--- config.mk ---
export PLATFORM = sky130hd
export DESIGN_NAME = demux1x2_stream
export DESIGN_NICKNAME = d
export VERILOG_FILES = /design/src/rtl/minimips_pkg.sv /design/src/rtl/demux1x2_stream_fifo.sv /design/src/rtl/demux1x2_stream.sv
export SDC_FILE = /design/constraint.sdc
export NUM_CORES = 1
export LEC_CHECK = 0
export CAP_MARGIN = 30
export CELL_PAD_IN_SITES_DETAIL_PLACEMENT = 1
export CELL_PAD_IN_SITES_GLOBAL_PLACEMENT = 1
export CORE_ASPECT_RATIO = 0.7
export CORE_MARGIN = 2
export CORE_UTILIZATION = 38
export DETAILED_ROUTE_END_ITERATION = 7
export PLACE_DENSITY = 0.83
export SLEW_MARGIN = 25
export SYNTH_ARGS = -nofsm -noshare
export SYNTH_HDL_FRONTEND = slang
export SYNTH_SLANG_ARGS = --single-unit
export TNS_END_PERCENT = 5
--- constraint.sdc ---
create_clock -name clk -period 4.85 [get_ports clk]
set_clock_uncertainty 0.15 [all_clocks]
set_input_delay 1.455 -clock clk [delete_from_list [all_inputs] [get_ports clk]]
set_output_delay 1.455 -clock clk [all_outputs]
set_load 0.01 [all_outputs]
--- src/rtl/minimips_pkg.sv ---
// minimips_pkg: shared defaults for the stream demultiplexer and its buffers
package minimips_pkg;
  localparam int DEF_WIDTH = 32;
  localparam int DEF_DEPTH = 2;
  localparam int CNT_W = 8;
  typedef logic [CNT_W-1:0] cnt_t;
endpackage

--- src/rtl/demux1x2_stream_fifo.sv ---
// stream_fifo: synchronous FIFO with registered head, power-of-two depth
module stream_fifo
  import minimips_pkg::*;
#(
  parameter int WIDTH = DEF_WIDTH,
  parameter int DEPTH = DEF_DEPTH
) (
  input  logic             clk,
  input  logic             reset,
  input  logic             push,
  input  logic             pop,
  input  logic [WIDTH-1:0] wdata,
  output logic             full,
  output logic             empty,
  output logic [WIDTH-1:0] rdata
);
  localparam int AW = $clog2(DEPTH);
  logic [WIDTH-1:0] mem_q [DEPTH];
  logic [AW-1:0] rd_q, rd_d, wr_q, wr_d;
  logic [AW:0] cnt_q, cnt_d;
  logic do_push, do_pop;
  // accept only when room / data exists; pointers wrap naturally at DEPTH
  always_comb begin
    full = cnt_q == (AW+1)'(DEPTH);
    empty = cnt_q == '0;
    do_push = push && !full;
    do_pop = pop && !empty;
    wr_d = wr_q + AW'(do_push);
    rd_d = rd_q + AW'(do_pop);
    cnt_d = cnt_q + (AW+1)'(do_push) - (AW+1)'(do_pop);
    rdata = mem_q[rd_q];
  end
  // pointer and occupancy state, reset wins over any transfer
  always_ff @(posedge clk) begin
    if (reset) begin
      rd_q <= '0;
      wr_q <= '0;
      cnt_q <= '0;
    end else begin
      rd_q <= rd_d;
      wr_q <= wr_d;
      cnt_q <= cnt_d;
    end
  end
  // storage write on accepted push
  always_ff @(posedge clk) begin
    if (do_push && !reset) mem_q[wr_q] <= wdata;
  end
endmodule

--- src/rtl/demux1x2_stream.sv ---
// demux1x2_stream: steers one input stream into two buffered output ports
module demux1x2_stream
  import minimips_pkg::*;
#(
  parameter int WIDTH = DEF_WIDTH,
  parameter int DEPTH = DEF_DEPTH
) (
  input  logic             clk,
  input  logic             reset,
  input  logic             in_valid,
  output logic             in_ready,
  input  logic [WIDTH-1:0] in_data,
  input  logic             in_sel,
  output logic             out0_valid,
  input  logic             out0_ready,
  output logic [WIDTH-1:0] out0_data,
  output logic             out1_valid,
  input  logic             out1_ready,
  output logic [WIDTH-1:0] out1_data,
  output logic [CNT_W-1:0] cnt0,
  output logic [CNT_W-1:0] cnt1
);
  logic full0, full1, empty0, empty1, push0, push1;
  cnt_t cnt0_q, cnt0_d, cnt1_q, cnt1_d;
  // ready follows the selected buffer only; valid/ready of outputs never feed back
  always_comb begin
    in_ready = in_sel ? !full1 : !full0;
    push0 = in_valid && in_ready && !in_sel;
    push1 = in_valid && in_ready && in_sel;
    out0_valid = !empty0;
    out1_valid = !empty1;
    cnt0_d = cnt0_q + cnt_t'(push0);
    cnt1_d = cnt1_q + cnt_t'(push1);
    cnt0 = cnt0_q;
    cnt1 = cnt1_q;
  end
  // accepted-word counters, wrap modulo 256
  always_ff @(posedge clk) begin
    if (reset) begin
      cnt0_q <= '0;
      cnt1_q <= '0;
    end else begin
      cnt0_q <= cnt0_d;
      cnt1_q <= cnt1_d;
    end
  end
  stream_fifo #(.WIDTH(WIDTH), .DEPTH(DEPTH)) u_fifo0 (
    .clk(clk), .reset(reset), .push(push0), .pop(out0_ready), .wdata(in_data),
    .full(full0), .empty(empty0), .rdata(out0_data)
  );
  stream_fifo #(.WIDTH(WIDTH), .DEPTH(DEPTH)) u_fifo1 (
    .clk(clk), .reset(reset), .push(push1), .pop(out1_ready), .wdata(in_data),
    .full(full1), .empty(empty1), .rdata(out1_data)
  );
endmodule

==> results.yml <==
status:
  status: "finished clean"
logic_synthesis:
  synth_flop_cell: "edfxtp_1"
  synthCells: 327
  synth_area_leaders: "edfxtp_1 (67%), mux2_2 (13%), dfxtp_1 (8.4%), ha_1 (1.5%), xor2_1 (0.92%)"
  async_flop_share_pct: 0
  syn_area_per_cell_sq_um: 17.5
  syn-num-nets: 372
  syn_area_sq_um: 5720
  synthMostInstantiatedCell: "edfxtp_1"
  yosysWarnings: 0
  synthTopCellsByCount: "edfxtp_1 (128), mux2_2 (64), dfxtp_1 (24)"
  synth_seq_cells: 152
  synth_edf_count: 128
  synth_cell_types: 26
  yosysTopAreaCell: "edfxtp_1"
  yosysSeqAreaShare_pct: 75.7
  synth_top_area_share_pct: 67.3
floorplan:
  die_area_sq_um: 16100
  fp-row-count: 37
  core-area_sq_um: 14700
  initial_utilization_pct: 38.8
  dieHeight_microns: 107
  floorplan.die.width_microns: 151
  io_pins: 121
sta:
  fmax_ghz: 0.231
  drv_slew: 0
  final_hold_viol_count: 0
  setup_violations: 0
  tightest_slew_ns: 0.930
  slew_headroom_pct: 38.0
  period_share_pct: 89.1
  period_needed_ns: 4.32
  setup_tns_ns: 0
  rsz0062_at_grt: "no"
cts:
  cts_tree: "done"
  path_clk_slew_ns: 0.07
  htree_levels: 4
  clock_sinks: 152
  cts-root-buf: "clkbuf_16"
  worstSkewPairLatency_ns: 0.42
  cts-buffers-inserted: 17
  clockBufferDepth: 2
  hold_buffers: 0
  cts_resized: 0
  cts_setup_buffers: 0
routing:
  routed_wl_mm: 13.1
  dr.max_layer_used: "met4"
  vias_per_cell: 4.84
  drtAntennaViolNets: 0
  drt-met1-wl_mm: 5.70
  wl_met3_microns: 893
  first_pass_iters: 4
  wl_per_cell_microns: 19.5
  vias: 3246
  wl_met2_mm: 6.37
  drt_iter0_markers: 161
  drc_errors: 0
critical_path:
  setup.worst_path.end_class: "primary output"
  critical_path.most_common_cell: "clkdlybuf4s50_1"
  worstPathCellList: "clkdlybuf4s50_1 > nor2_1 > a21oi_1 > clkdlybuf4s50_1"
  cp-start-kind: "input port"
  worst-setup-path-type: "in2out"
  cp.arrival_ns: 2.72
  cp_slowest_cell: "clkdlybuf4s50_1"
  worstPathRequired_ns: 3.24
  worstPathMaxFanout: 5
  critical_path.max_stage_delay_ns: 0.55
worst_hold_path:
  hold_path.class: "reg2reg"
placement:
  io_buffer_count: 120
  place_hpwl_mm: 8.28
  place_congestion: 0.722
  dpl-instance-area_sq_um: 7180
final_layout:
  final_layout_size_suffix_gt1_share_pct: 23.6
  areaGrowthSynthToFinish_pct: 36.2
  post-route-cell-area_sq_um: 7780
  fin_nets: 508
  antennaDiodeCount: 0
grt:
  grt_antenna_before_repair: 0
  grt_pass1_wl_mm: 20.2
  track_usage_pct: 17.2
  grt_pass1_vias: 3607
  grt_start_max_net_pins: 34
  overflow: 0
power:
  p_leak_uw: 0.00262
  peakVddDrop_uv: 273
  powerDensity_nw_per_um2: 466
  p_total_uw: 3620
run:
  maxCapViolations: 0
cells by family (layout without fill, tap and decap cells):
kind of cell / after synthesis / count (layout) / synth area share [%]
AO/OA/AOI/OAI: 22 / 22 / 2.04
AND/OR/NAND/NOR: 54 / 54 / 5.25
flip-flops: 152 / 152 / 75.7
multiplexers: 64 / 64 / 12.6
XOR/XNOR: 10 / 10 / 1.53
adder cells (fa/ha/maj): 7 / 7 / 1.53
buffers and inverters: 18 / 166 / 1.38
per-layer routing:
metal	up-vias	global-route usage (%)
li1	1506	-
met1	1628	21.5
met2	101	27.9
met3	11	6.68
met4	0	4.67
met5	-	0
layout by cell type (no fill, tap or decap), drive strengths merged:
cell type / count
edfxtp: 128
clkdlybuf4s50: 120
mux2: 64
dfxtp: 24
clkbuf: 17
inv: 11
nor2: 10
a21oi: 10
o21ai: 9
nor2b: 8
or3: 8
buf: 8
ha: 7
nand3: 7
nand2: 6
xor2: 6
clkinv: 5
xnor2: 4
or2: 3
nand4: 3
clkinvlp: 3
nor3b: 3
nor3: 3
o21a: 2
bufinv: 2
nand2b: 1
or2b: 1
a31oi: 1
and2: 1
critical path, delay by kind of cell:
family                 cells  cell delay, ns
and+or+nand+nor            1            0.07
buffers and inverters      2            1.09
AOI/OAI and AO/OA          1            0.11
stage by stage:
stage	hold WS (ns)	utilization, %	instances	setup slack, ns
after floorplan	0.317	-	327	0.0258
final	0.347	52.9	670	0.529
after detailed placement	0.342	48.8	638	0.519
after global placement	0.318	48.8	638	0.542
after global routing	0.385	52.9	670	0.438
after CTS	0.352	52.7	669	0.518
power by group:
group | internal [uW] | leakage [uW] | switching (uW)
clock network | 757 | 0.000272 | 532
registers | 1490 | 0.00136 | 91.7
logic | 454 | 0.000994 | 304
total | 2700 | 0.00262 | 928
path summary, 6_finish.rpt:
kind	start	end	slack, ns	depth (start not counted)
worst min-delay path	cnt1[7]$_SDFF_PP0_	cnt1[7]$_SDFF_PP0_	0.35	2
worst max-delay path	in_sel	in_ready	0.53	4
worst min register to register	cnt1[7]$_SDFF_PP0_	cnt1[7]$_SDFF_PP0_	0.35	2
worst max register to register	u_fifo1.cnt_q[1]$_SDFF_PP0_	cnt1[6]$_SDFF_PP0_	2.72	8
sequential cells by signal, indices dropped and copies added, names as in the netlist:
| name | count |
|---|---|
| cnt0 | 8 |
| cnt1 | 8 |
| u_fifo0.cnt_q | 2 |
| u_fifo0.mem_q | 64 |
| u_fifo0.rd_q | 1 |
| u_fifo0.wr_q | 1 |
| u_fifo1.cnt_q | 2 |
| u_fifo1.mem_q | 64 |
| u_fifo1.rd_q | 1 |
| u_fifo1.wr_q | 1 |
final cells by class:
| type | instances | area [sq um] |
|---|---|---|
| tap | 195 | 244 |
| sequential | 152 | 4330 |
| timing repair buffer | 128 | 1280 |
| clock inverter | 14 | 148 |
| inverter | 7 | 26.3 |
| fill | 1396 | 6940 |
| multi-input combinational | 157 | 1330 |
| clock buffer | 17 | 425 |
No activity file was read; power rests on OpenSTA's default activity.
